**config.mk**
```make
export PLATFORM = sky130hd
export DESIGN_NAME = rptr_handler_lvl
export DESIGN_NICKNAME = d
export VERILOG_FILES = /design/src/rtl/fifo_ptr_pkg.sv /design/src/rtl/gray2bin_conv.sv /design/src/rtl/rptr_handler_lvl.sv
export SDC_FILE = /design/constraint.sdc
export NUM_CORES = 1
export LEC_CHECK = 0
export ABC_AREA = 1
export BUFFER_PORTS_ARGS = -buffer_cell sky130_fd_sc_hd__buf_2
export CORE_UTILIZATION = 30
export CTS_CLUSTER_SIZE = 30
export DETAILED_ROUTE_END_ITERATION = 7
export GPL_TIMING_DRIVEN = 0
export PLACE_DENSITY = 0.5
export SLEW_MARGIN = 40
export SYNTH_ARGS = -nofsm -noshare
export SYNTH_HDL_FRONTEND = slang
export SYNTH_SLANG_ARGS = --single-unit
export TNS_END_PERCENT = 30
```
**constraint.sdc**
```tcl
create_clock -name rdclk -period 2.9 [get_ports rdclk]
set_input_delay 0.29 -clock rdclk [delete_from_list [all_inputs] [get_ports rdclk]]
set_output_delay 0.29 -clock rdclk [all_outputs]
set_load 0.05 [all_outputs]
```
**src/rtl/fifo_ptr_pkg.sv**
```systemverilog
// -----------------------------------------------------------------------------
// fifo_ptr_pkg
// Helpers shared by the async FIFO read- and write-pointer handlers.
//   ptr_w()    : pointer width for a given number of address bits
//                (address bits plus one wrap bit).
//   bin2gray() : binary to reflected Gray conversion. It works on a 32-bit
//                container; callers cast to and from their own pointer width.
// -----------------------------------------------------------------------------
package fifo_ptr_pkg;

  localparam int GRAY_CONT_W = 32;

  function automatic int ptr_w(input int addr_bits);
    return addr_bits + 32'sd1;
  endfunction

  function automatic logic [GRAY_CONT_W-1:0] bin2gray(input logic [GRAY_CONT_W-1:0] bin);
    return bin ^ (bin >> 1);
  endfunction

endpackage

```
**src/rtl/gray2bin_conv.sv**
```systemverilog
// -----------------------------------------------------------------------------
// gray2bin_conv
// Purely combinational Gray to binary converter.
// Parameters:
//   WIDTH : vector width
// Ports:
//   gray  in  WIDTH  Gray-coded value
//   bin   out WIDTH  binary value
// Each binary bit is the XOR of all Gray bits from the MSB down to that bit.
// -----------------------------------------------------------------------------
module gray2bin_conv #(
  parameter int WIDTH = 4
) (
  input  logic [WIDTH-1:0] gray,
  output logic [WIDTH-1:0] bin
);

  // Prefix XOR from the MSB, expressed per bit as the reduction of a shifted copy.
  always_comb begin
    bin = '0;
    for (int i = 0; i < WIDTH; i++) begin
      bin[i] = ^(gray >> i);
    end
  end

endmodule

```
**src/rtl/rptr_handler_lvl.sv**
```systemverilog
// -----------------------------------------------------------------------------
// rptr_handler_lvl
// Read-side pointer handler for the async FIFO (read clock domain).
// Advances binary/Gray read pointers on accepted reads and produces registered
// empty, almost-empty, occupancy and underflow indications.
//
// Parameters:
//   PTR_WIDTH : address bits, FIFO depth = 2**PTR_WIDTH
//   AE_THRESH : almost_empty when occupancy <= AE_THRESH
// Ports:
//   rdclk        in   read clock
//   rrst         in   asynchronous active-high reset
//   rd_en        in   read request
//   g_wptr_sync  in   Gray write pointer already synchronised into rdclk
//   clr_err      in   clears sticky underflow (sticky build only)
//   b_rptr       out  binary read pointer (low bits = RAM read address)
//   g_rptr       out  Gray read pointer for the write-domain synchroniser
//   fifo_empty   out  registered empty flag
//   almost_empty out  registered occupancy <= AE_THRESH
//   rd_count     out  registered occupancy 0 .. 2**PTR_WIDTH
//   underflow    out  read attempted while empty
//
// Build option: define RPTR_UNDERFLOW_STICKY_EN to make underflow sticky until
// clr_err (a new underflow in the clearing cycle wins). Without it underflow
// is a one-cycle pulse and clr_err is ignored.
// -----------------------------------------------------------------------------
import fifo_ptr_pkg::*;

module rptr_handler_lvl #(
  parameter int PTR_WIDTH = 3,
  parameter int AE_THRESH = 1
) (
  input  logic                 rdclk,
  input  logic                 rrst,
  input  logic                 rd_en,
  input  logic [PTR_WIDTH:0]   g_wptr_sync,
  input  logic                 clr_err,
  output logic [PTR_WIDTH:0]   b_rptr,
  output logic [PTR_WIDTH:0]   g_rptr,
  output logic                 fifo_empty,
  output logic                 almost_empty,
  output logic [PTR_WIDTH:0]   rd_count,
  output logic                 underflow
);

  localparam int PW = ptr_w(PTR_WIDTH);
  localparam logic [PW-1:0] AE_LIM = AE_THRESH[PW-1:0];

  logic          rd_acc;
  logic [PW-1:0] b_next;
  logic [PW-1:0] g_next;
  logic [PW-1:0] b_wptr_sync;
  logic [PW-1:0] occ_next;

  gray2bin_conv #(
    .WIDTH (PW)
  ) u_wptr_g2b (
    .gray (g_wptr_sync),
    .bin  (b_wptr_sync)
  );

`ifndef RPTR_UNDERFLOW_STICKY_EN
  // clr_err only matters for the sticky build.
  logic unused_clr_err;
  assign unused_clr_err = clr_err;
`endif

  // Next read pointer and occupancy; the occupancy already accounts for the
  // read being accepted this cycle, so a same-cycle read+write nets to zero.
  always_comb begin
    rd_acc   = rd_en & ~fifo_empty;
    b_next   = b_rptr + {{(PW-1){1'b0}}, rd_acc};
    g_next   = PW'(bin2gray(GRAY_CONT_W'(b_next)));
    occ_next = b_wptr_sync - b_next;
  end

  // Pointer, flag and occupancy registers.
  always_ff @(posedge rdclk or posedge rrst) begin
    if (rrst) begin
      b_rptr       <= '0;
      g_rptr       <= '0;
      fifo_empty   <= 1'b1;
      almost_empty <= 1'b1;
      rd_count     <= '0;
      underflow    <= 1'b0;
    end else begin
      b_rptr       <= b_next;
      g_rptr       <= g_next;
      // Gray compare: equal pointers including the wrap bit means empty.
      fifo_empty   <= (g_next == g_wptr_sync);
      rd_count     <= occ_next;
      almost_empty <= (occ_next <= AE_LIM);
`ifdef RPTR_UNDERFLOW_STICKY_EN
      // Set has priority over clear.
      underflow    <= (rd_en & fifo_empty) | (underflow & ~clr_err);
`else
      underflow    <= rd_en & fifo_empty;
`endif
    end
  end

endmodule

```
==> metrics.yaml <==
boundaryPins: 23
netlist_top_cells_area: "dfrtp_1, ha_1, inv_1"
fp.dieH_um: 53.3
yosysTopAreaCell: "dfrtp_1"
r2r_start: "fifo_empty"
path_clk_slew_ns: 0.07
drc: 0
hold_path_class: "in -> async"
ff2ff_setup_slack_ns: 0.69
startpoint: "fifo_empty"
fin_crit_sh_pct: 76.2
cap_violations: 0
synth_cell_types: 18
synthCells: 83
r2r_end: "almost_empty"
setup_viol: 0
wl_per_cell_um: 8.55
grt-ovfl-total: 0
drive_gt1_share_pct: 40.2
relSlewSlack_pct: 67.6
r2r_cells: 13
diodes: 0
core-area_um2: 2480
worstSetupPathType: "reg -> reg"
grt_pass1_vias: 484
nets: 122
yosys-top-cells-count: "inv_1, nand2_1, dfrtp_1"
syn_avg_cell_area_um2: 9.53
synth_top_area_share_pct: 38.0
grt_pass1_wl_um: 1950
final_antenna_net_count: 0
cp-start-kind: "flip-flop"
die_area_um2: 2850
yosys_warnings: 0
dr.first_iter.drc_count: 4
grt_start_max_net_pins: 15
yosysSeqAreaShare_pct: 44.6
path_cells: "nor2_1, ha_1, ha_1, inv_1, nand3_2, nand2_1, inv_1, ha_1, inv_1, nand2_1, xor2_1, nand2_1, nor2_2"
drt-vias-per-instance: 3.99
synth_ff_type: "dfrtp_1"
min_period_ns: 2.21
slowest_stage: "dfstp_2"
fin_skew_ns: 0.00198
clock_latency_ns: 0.26
num_rows: 18
tritoncts: "built"
firstDrtPassIters: 4
fin_cells: 137
critPathArrivalTime_ns: 2.42
netlist_area_um2: 791
cp_data_required_time_ns: 3.11
syn_nets: 96
ys_seq_elements: 14
syn2layout_area_growth_pct: 20.9
dp.cells: 134
synth_most_common_cell: "inv_1"
cts_setup_buffers: 0
ys_async_sr_fraction_pct: 100
vias: 547
cp-end-kind: "flip-flop"
place_congestion: 0.773
htree_levels: 1
worst_slew_pin_slew_ns: 0.485
post-dp-hpwl_um: 1030
ctsResizeCount: 0
cts_hold_buf: 0
max_stage_delay_ns: 0.54
cts_buffers: 3
root_buffer: "clkbuf_4"
synth-edff-count: 0
initial_utilization_pct: 31.9
grt_use_total_pct: 9.78
status: "finished, final reports clean"
rsz0062_at_grt: "no"
port_buffers: 21
fin_tns_setup_ns: 0
cts_buffer_depth: 2
wl_um: 1170
maxSlewViolCount: 0
fmax_mhz: 453
fp.dieW_um: 53.3
grt_antenna_before_repair: 0
endpoint: "almost_empty"
cp_max_fo: 5
cts.sinks: 14
finalHoldViolations: 0
-- kinds of logic (layout without fill, tap and decap cells) --
kind of cell  after synthesis  in the layout  synth area share [%]
buf+inv                    19             43                  9.49
fa+ha+maj                   5              5                  7.91
simple gates               36             36                  25.3
xor+xnor                    9              9                  12.7
flops                      14             14                  44.6
-- how the worst min path moves through the flow --
stage | to | slack (ns) | from
6_report | underflow | 0.03 | rrst
5_1_grt | underflow | 0.09 | rrst
4_1_cts | g_rptr[1] | 0.05 | rrst
3_5_place_dp | rd_count[3] | 0.34 | rrst
2_1_floorplan | b_rptr[0] | 0.18 | rrst
3_3_place_gp | underflow | 0.35 | rrst
-- worst max-delay path: cells and delay by family, from the launching register on --
| kind | cells | cell delay [ns] |
|---|---|---|
| fa+ha+maj | 3 | 0.77 |
| flops | 1 | 0.54 |
| simple gates | 6 | 0.49 |
| buf+inv | 3 | 0.19 |
| xor+xnor | 1 | 0.17 |
-- area by class of cell --
class                   count  area (um2)
fillers                   257        1520
multi-input cells          50         363
flip-flops and latches     14         353
repair buffers             21         105
inverters                  18        67.6
well taps                  30        37.5
clock buffers               3        22.5
plain buffers               1        7.51
-- placed cells by master (no fill, tap or decap), drive strengths merged --
cell type / count
buf: 22
nand2: 21
inv: 18
dfrtp: 12
nand3: 8
xor2: 6
nor2: 6
ha: 5
clkbuf: 3
xnor2: 2
dfstp: 2
or2: 1
xnor3: 1
-- sequential cells by signal, summed over array words and instances, names as in the netlist --
register      cells
almost_empty      1
g_rptr            3
rd_count          4
fifo_empty        1
underflow         1
b_rptr            4
-- layer usage --
| metal | vias to the layer above | share of wire [%] | track usage [%] |
|---|---|---|---|
| met4 | 0 | 1.8 | 6.58 |
| met1 | 237 | 49 | 13.4 |
| met5 | - | 0 | 0 |
| met2 | 13 | 44 | 14.4 |
| li1 | 295 | - | - |
| met3 | 2 | 4.9 | 0.862 |
-- per-stage QoR --
step / worst slack [ns] / hold slack, ns / utilization, % / cell area, um2
after detailed placement: 0.691 / 0.338 / 37.7 / 933
after CTS: 0.677 / 0.0485 / 38.6 / 956
after global routing: 0.488 / 0.0869 / 38.6 / 956
after global placement: 0.697 / 0.347 / 37.7 / 933
after floorplan: 0.631 / 0.178 / - / 791
final: 0.691 / 0.0326 / 38.6 / 956
Power is not shown: default switching activity piles up to over one toggle a cycle in this logic, so the estimate is an artifact.
